## src/rtl/nvram_arb_pkg.sv

```systemverilog
// Shared definitions for the NVRAM access arbiter: FSM encoding, requester
// indices and the default write-protect boundary.
package nvram_arb_pkg;

  typedef enum logic [1:0] {
    IDLE    = 2'd0,
    ISSUE   = 2'd1,
    RD_WAIT = 2'd2,
    WR_ACK  = 2'd3
  } arb_state_e;

  localparam int REQ_BOOT     = 0;
  localparam int REQ_KEYMGMT  = 1;
  localparam int REQ_SECAGENT = 2;

  localparam int ID_W     = 2;
  localparam int TO_CNT_W = 16;

  localparam logic [31:0] WP_LIMIT_DEFAULT = 32'h0000_1000;

endpackage

```

## src/rtl/rr_arbiter.sv

```systemverilog
// Combinational round-robin select: first requester at or after ptr, wrapping.
// The pointer register is owned by the caller.
module rr_arbiter #(
  parameter int N  = 3,
  parameter int IW = 2
) (
  input  logic [N-1:0]  req,
  input  logic [IW-1:0] ptr,
  output logic [N-1:0]  gnt,
  output logic [IW-1:0] gnt_id,
  output logic          any
);

  always_comb begin
    gnt    = '0;
    gnt_id = '0;
    any    = 1'b0;
    for (int i = 0; i < N; i++) begin
      if (!any && req[i] && (IW'(i) >= ptr)) begin
        any       = 1'b1;
        gnt[i]    = 1'b1;
        gnt_id    = IW'(i);
      end
    end
    // Nothing at or above the pointer: wrap to the lowest index.
    for (int i = 0; i < N; i++) begin
      if (!any && req[i]) begin
        any       = 1'b1;
        gnt[i]    = 1'b1;
        gnt_id    = IW'(i);
      end
    end
  end

endmodule

```

## src/rtl/nvram_access_arbiter.sv

```systemverilog
// Round-robin, single-outstanding arbiter for the shared NVRAM port with read
// timeout. Optional write protection of the low region: NVRAM_ARB_WRITE_PROTECT_EN.
module nvram_access_arbiter
  import nvram_arb_pkg::*;
#(
  parameter int          NUM_REQ        = 3,
  parameter int          ADDR_W         = 32,
  parameter int          DATA_W         = 32,
  parameter int          TIMEOUT_CYCLES = 255,
  parameter logic [31:0] WP_LIMIT       = WP_LIMIT_DEFAULT
) (
  input  logic                       clk,
  input  logic                       reset_n,
  input  logic [NUM_REQ-1:0]         req_valid,
  output logic [NUM_REQ-1:0]         req_ready,
  input  logic [NUM_REQ-1:0]         req_we,
  input  logic [NUM_REQ*ADDR_W-1:0]  req_addr,
  input  logic [NUM_REQ*DATA_W-1:0]  req_wdata,
`ifdef NVRAM_ARB_WRITE_PROTECT_EN
  input  logic                       wp_lock,
`endif
  output logic [NUM_REQ-1:0]         rsp_valid,
  output logic [NUM_REQ-1:0]         rsp_err,
  output logic [DATA_W-1:0]          rsp_data,
  output logic [ADDR_W-1:0]          nvram_rd_addr,
  output logic                       nvram_rd_en,
  input  logic [DATA_W-1:0]          nvram_rd_data,
  input  logic                       nvram_rd_valid,
  output logic [ADDR_W-1:0]          nvram_wr_addr,
  output logic                       nvram_wr_en,
  output logic [DATA_W-1:0]          nvram_wr_data,
  output logic                       busy,
  output logic [1:0]                 grant_id,
  output logic [7:0]                 timeout_count
);

  arb_state_e            state, state_nxt;
  logic [ID_W-1:0]       ptr, id_q, win_id;
  logic [NUM_REQ-1:0]    gnt, id_oh;
  logic                  any_req, accept, timeout_hit, wp_block;
  logic                  we_q, sel_we;
  logic [ADDR_W-1:0]     addr_q, sel_addr;
  logic [DATA_W-1:0]     wdata_q, sel_wdata;
  logic [TO_CNT_W-1:0]   cnt;

  rr_arbiter #(.N(NUM_REQ), .IW(ID_W)) u_rr (
    .req    (req_valid),
    .ptr    (ptr),
    .gnt    (gnt),
    .gnt_id (win_id),
    .any    (any_req)
  );

  always_comb begin
    sel_we    = 1'b0;
    sel_addr  = '0;
    sel_wdata = '0;
    id_oh     = '0;
    for (int i = 0; i < NUM_REQ; i++) begin
      if (gnt[i]) begin
        sel_we    = req_we[i];
        sel_addr  = req_addr[i*ADDR_W +: ADDR_W];
        sel_wdata = req_wdata[i*DATA_W +: DATA_W];
      end
      id_oh[i] = (id_q == ID_W'(i));
    end
  end

`ifdef NVRAM_ARB_WRITE_PROTECT_EN
  assign wp_block = wp_lock && sel_we && (sel_addr < ADDR_W'(WP_LIMIT));
`else
  assign wp_block = 1'b0;
`endif

  assign timeout_hit   = (cnt == TO_CNT_W'(TIMEOUT_CYCLES - 1));
  assign busy          = (state != IDLE);
  assign grant_id      = id_q;
  assign nvram_rd_addr = addr_q;
  assign nvram_wr_addr = addr_q;
  assign nvram_wr_data = wdata_q;

  always_ff @(posedge clk or negedge reset_n) begin
    if (!reset_n) state <= IDLE;
    else          state <= state_nxt;
  end

  always_comb begin
    state_nxt = state;
    req_ready = '0;
    accept    = 1'b0;
    case (state)
      IDLE: begin
        req_ready = gnt;
        accept    = any_req;
        if (any_req) state_nxt = wp_block ? WR_ACK : ISSUE;
      end
      ISSUE:   state_nxt = we_q ? WR_ACK : RD_WAIT;
      RD_WAIT: if (nvram_rd_valid || timeout_hit) state_nxt = IDLE;
      WR_ACK:  state_nxt = IDLE;
      default: state_nxt = IDLE;
    endcase
  end

  // Responses and strobes are single-cycle registered pulses; default low.
  always_ff @(posedge clk or negedge reset_n) begin
    if (!reset_n) begin
      ptr           <= '0;
      id_q          <= '0;
      we_q          <= 1'b0;
      addr_q        <= '0;
      wdata_q       <= '0;
      cnt           <= '0;
      rsp_valid     <= '0;
      rsp_err       <= '0;
      rsp_data      <= '0;
      nvram_rd_en   <= 1'b0;
      nvram_wr_en   <= 1'b0;
      timeout_count <= '0;
    end else begin
      rsp_valid   <= '0;
      rsp_err     <= '0;
      rsp_data    <= '0;
      nvram_rd_en <= 1'b0;
      nvram_wr_en <= 1'b0;
      case (state)
        IDLE: if (accept) begin
          we_q    <= sel_we;
          addr_q  <= sel_addr;
          wdata_q <= sel_wdata;
          id_q    <= win_id;
          cnt     <= '0;
          ptr     <= (win_id == ID_W'(NUM_REQ - 1)) ? '0 : win_id + 1'b1;
          if (wp_block) begin
            rsp_valid <= gnt;
            rsp_err   <= gnt;
          end else if (sel_we) begin
            nvram_wr_en <= 1'b1;
          end else begin
            nvram_rd_en <= 1'b1;
          end
        end
        ISSUE: if (we_q) rsp_valid <= id_oh;
        RD_WAIT: begin
          if (nvram_rd_valid) begin
            rsp_valid <= id_oh;
            rsp_data  <= nvram_rd_data;
          end else if (timeout_hit) begin
            rsp_valid <= id_oh;
            rsp_err   <= id_oh;
            if (timeout_count != 8'hFF) timeout_count <= timeout_count + 8'd1;
          end else begin
            cnt <= cnt + 1'b1;
          end
        end
        default: ;
      endcase
    end
  end

endmodule

```

## config.mk

```make
export PLATFORM = sky130hd
export DESIGN_NAME = nvram_access_arbiter
export DESIGN_NICKNAME = d
export VERILOG_FILES = /design/src/rtl/nvram_arb_pkg.sv /design/src/rtl/rr_arbiter.sv /design/src/rtl/nvram_access_arbiter.sv
export SDC_FILE = /design/constraint.sdc
export NUM_CORES = 1
export LEC_CHECK = 0
export ABC_AREA = 1
export ABC_CLOCK_PERIOD_IN_PS = 1600
export BUFFER_PORTS_ARGS = -buffer_cell sky130_fd_sc_hd__buf_2
export CAP_MARGIN = 0
export CORE_AREA = 2 2 148 150
export DETAILED_ROUTE_END_ITERATION = 6
export DIE_AREA = 0 0 150 152
export PLACE_DENSITY_LB_ADDON = 0.3
export SLEW_MARGIN = 20
export SYNTH_ARGS = -nofsm -noshare
export SYNTH_HDL_FRONTEND = slang
export SYNTH_SLANG_ARGS = --single-unit
export TNS_END_PERCENT = 1
```

## constraint.sdc

```tcl
create_clock -name clk -period 1.6 [get_ports clk]
set_input_delay 0.08 -clock clk [delete_from_list [all_inputs] [get_ports clk]]
set_output_delay 0.08 -clock clk [all_outputs]
set_load 0.005 [all_outputs]
```

==> metrics.md <==
| Metric | Value |
|---|---|
| Fill cell count | `just under 2000` |
| Sw frac | `0.4065` |
| Nets | `~1900` |
| Clock Latency Late Sink | `0.42 ns` |
| Crit path required time | `around 2.0 ns` |
| First-pass GRT wire length | `45440 um` |
| Crit path launch type | `flip-flop` |
| Leak | `between 0.007 and 0.008 uW` |
| Comb pwr share | `0.508` |
| Maximum clock frequency | `about 610 MHz` |
| Critical path type | `reg -> reg` |
| Synth top area cells | `dfrtp_1 43%, nand2_1 23%, nand3_1 10%, inv_1 5.2%, buf_4 3.8%` |
| Library cells used by synthesis | `34` |
| Die Ht | `152 um` |
| Hold Crit Class | `in -> reg` |
| Ys Warns | `0` |
| Global route hottest layer | `met2` |
| Htree depth | `4` |
| Starting DRT DRC Count | `672` |
| Top_reg_cell synth | `dfrtp_1` |
| Largest net degree at the start of global routing | `between 60 and 70` |
| Crit path capture type | `flip-flop` |
| CP dominant cell by count | `nand2_2` |
| Final worst setup slack | `-0.04335 ns` |
| Crit path max-delay family | `buffers and inverters` |
| Clock share of power | `0.214` |
| Final min period | `1.643 ns` |
| TritonRoute pass-1 iters | `5` |
| Seq cells post-synth | `135` |
| Unrepaired setup endpoints after global routing | `yes` |
| Critical-path top delay cell | `dfrtp_1` |
| EDFF count, synth | `0` |
| Setup_tns | `-1.399 ns` |
| Site Rows | `54` |
| Initial Util | `0.3712` |
| Setup Skew | `0.006298 ns` |
| Die ar. | `roughly 0.023 mm2` |
| Area taken by multi-input logic gates | `0.003679 mm2` |
| CTS clk-pin slew, worst paths | `about 0.06 ns` |
| Critical Path AT | `about 2.0 ns` |
| Routed Antenna Nets | `0` |
| Final Max Tran Viols | `0` |
| Yosys top cell area share | `0.4262` |
| Cell-internal power | `approximately 11000 uW` |
| CTS buffer count | `17` |
| Critical path, cell by cell | `inv_2 -> nand2_2 -> nand2_2 -> nand2_2 -> buf_4 -> nand4_1 -> nand2_2 -> inv_2 -> buf_12 -> nand2_1 -> nand2_1` |
| Final WL | `between 30000 and 40000 um` |
| M3 GR Usage | `0.05435` |
| RePlAce Congestion | `around 0.89` |
| I/O pins | `between 300 and 400` |
| GR Util All Layers | `0.2513` |
| Run status | `complete, but fails checks` |
| Part of the Yosys area used for sequential elements | `0.4262` |
| Met1 GRT Util | `0.2988` |
| Clock Sinks | `135` |
| Commonest cells after routing, fill and taps aside | `478 x nand2_1, 379 x buf_2, 154 x nand3_1` |
| Most common cell after layout, fill and taps aside | `nand2_1` |
| Hpwl dp | `19350 um` |
| Power Density | `1465 mW/mm2` |
| CP Buf/Inv Count | `4` |
| CP Max Fanout | `between 40 and 50` |
| Vias | `9447` |
| CTS tree | `yes` |
| Switching power | `between 7000 and 8000 uW` |
| Die Wd | `about 150 um` |
| Slew Limit Headroom | `0.7070` |
| WL/cell | `approximately 16 um` |
| Area Overhead vs Synth | `56.81%` |
| Worst VDD drop | `~1100 uV` |
| Vias in the first global route | `a little over 9000` |
| Cell Area, Synth | `0.007926 mm2` |
| Worst hold slack | `between 0.01 and 0.015 ns` |
| Port bufs | `382` |
| Clock tree buffer depth | `2` |
| Final setup vio count | `slightly above 70` |
| Core outline area | `0.02135 mm2` |
| Synthesized instance count | `1151` |
| Worst slew pin tran | `0.4395 ns` |
| Post-synthesis net count | `1390` |
| Seq pwr share | `0.278` |
| Number of remaining DRC errors | `0` |
| Via/cell ratio | `around 5` |
| Layout cell share with drive strength beyond 1 | `0.3206` |
| Crit-path max cell delay | `about 0.40 ns` |
| Fin crit share | `1.027` |
| Failing checks | `setup timing` |
| Ys async rst share | `1.000` |
| Initial antenna violation count | `2` |
| CTS root buf | `clkbuf_16` |
| Reg area | `around 0.0034 mm2` |
| Met2 Usage GRT | `0.4303` |
| Synth area leader | `dfrtp_1` |
| Synth Area per Inst | `~6.9 um2` |
| GRT overflow | `0` |
| Hold Vio Cnt, Final | `0` |
| Max-Cap Viols | `0` |
## metrics by stage
step / setup WS, ns / std cells / total power [uW] / instance area [um2] / util
6_report: -0.04335 / 1936 / 18210 / 12430 / 0.5822
5_1_grt: -0.1469 / 1935 / 19450 / 12430 / 0.5820
4_1_cts: -0.05310 / 1926 / 17650 / 12190 / 0.5711
3_5_place_dp: -0.01243 / 1762 / 12990 / 10200 / 0.4777
3_3_place_gp: 0.01692 / 1762 / 12890 / 10200 / 0.4777
2_1_floorplan: 0.05837 / 1151 / 9774 / 7926 / -
## cell usage after synthesis (3+ instances only)
library cell / n
buf_1: 9
buf_2: 24
buf_4: 40
buf_6: 5
clkbuf_1: 19
dfrtp_1: 135
ha_1: 6
inv_1: 110
nand2_1: 496
nand2_2: 3
nand3_1: 161
nand4_1: 27
nor2_1: 73
nor3_1: 4
o21ai_0: 6
o21ai_2: 7
xnor2_1: 5
xor2_1: 5
## per-layer routing
layer  part of all wire  vias to the layer above  routed length, um
met5                  0                        -                  0
met4              0.041                        0               1221
met3              0.071                      106               2145
met2               0.48                      503              14530
met1               0.41                     4335              12190
li1                   -                     4503                  -
## power by group through the flow
stage | Clock [uW] | Combinational, uW | Sequential [uW]
floorplan | 0 | 4690 | 5080
global placement | 0 | 7830 | 5060
detailed placement | 0 | 7930 | 5060
CTS | 3980 | 8620 | 5050
global route | 4130 | 10100 | 5180
finish | 3890 | 9240 | 5070
## worst min-delay path, delay by kind of cell
family                 cells  cell delay (ns)
buffers and inverters      1             0.08
AND/OR/NAND/NOR            4             0.23
## logic make-up after synthesis
kind of cell | Yosys count | share of synthesized area
AOI/OAI and AO/OA | 15 | 0.01310
buffers and inverters | 210 | 0.1285
xor gates and xnor gates | 10 | 0.01105
DFF | 135 | 0.4262
adders and majority gates | 6 | 0.009471
and+or+nand+nor | 775 | 0.4117
## sequential cells by signal, indices dropped and copies added (netlist names)
register and count:
nvram_rd_addr 32, nvram_wr_data 32, rsp_valid 3, timeout_count 8, we_q 1, ptr 2
rsp_data 32, grant_id 2, nvram_wr_en 1, state 2, cnt 16, rsp_err 3
nvram_rd_en 1
## timing repair
action	4_1_cts	5_1_grt
setup endpoints to repair	35	101
resized for setup	22	29
pin swaps	7	9
hold buffers	122	0
cloned	1	7
endpoints found under the hold margin	224	0
setup buffers	10	0
## final timing paths
| path | from | end | slack (ns) | cells after the start |
|---|---|---|---|---|
| max | ptr[0]$_DFFE_PN0P_ | nvram_wr_data[28]$_DFFE_PN0P_ | -0.04 | 11 |
| min | req_addr[45] | nvram_rd_addr[13]$_DFFE_PN0P_ | 0.01 | 5 |
| min in group asynchronous | reset_n | nvram_wr_data[11]$_DFFE_PN0P_ | 0.13 | 2 |
| max reg2reg | ptr[0]$_DFFE_PN0P_ | nvram_wr_data[28]$_DFFE_PN0P_ | -0.04 | 11 |
| min reg2reg | nvram_wr_data[12]$_DFFE_PN0P_ | nvram_wr_data[12]$_DFFE_PN0P_ | 0.47 | 2 |
| max in group asynchronous | reset_n | timeout_count[5]$_DFFE_PN0P_ | 0.90 | 3 |
## layout make-up
cell class                      instances  area share
Tap cell                              280     0.02819
Antenna cell                            3   0.0006040
Multi-Input combinational cell        807      0.2960
Clock inverter                         10    0.009764
Timing Repair Buffer                  568      0.3227
Inverter                              112     0.03392
Clock buffer                           21     0.03704
Sequential cell                       135      0.2718
No activity file was read; power rests on OpenSTA's default activity.
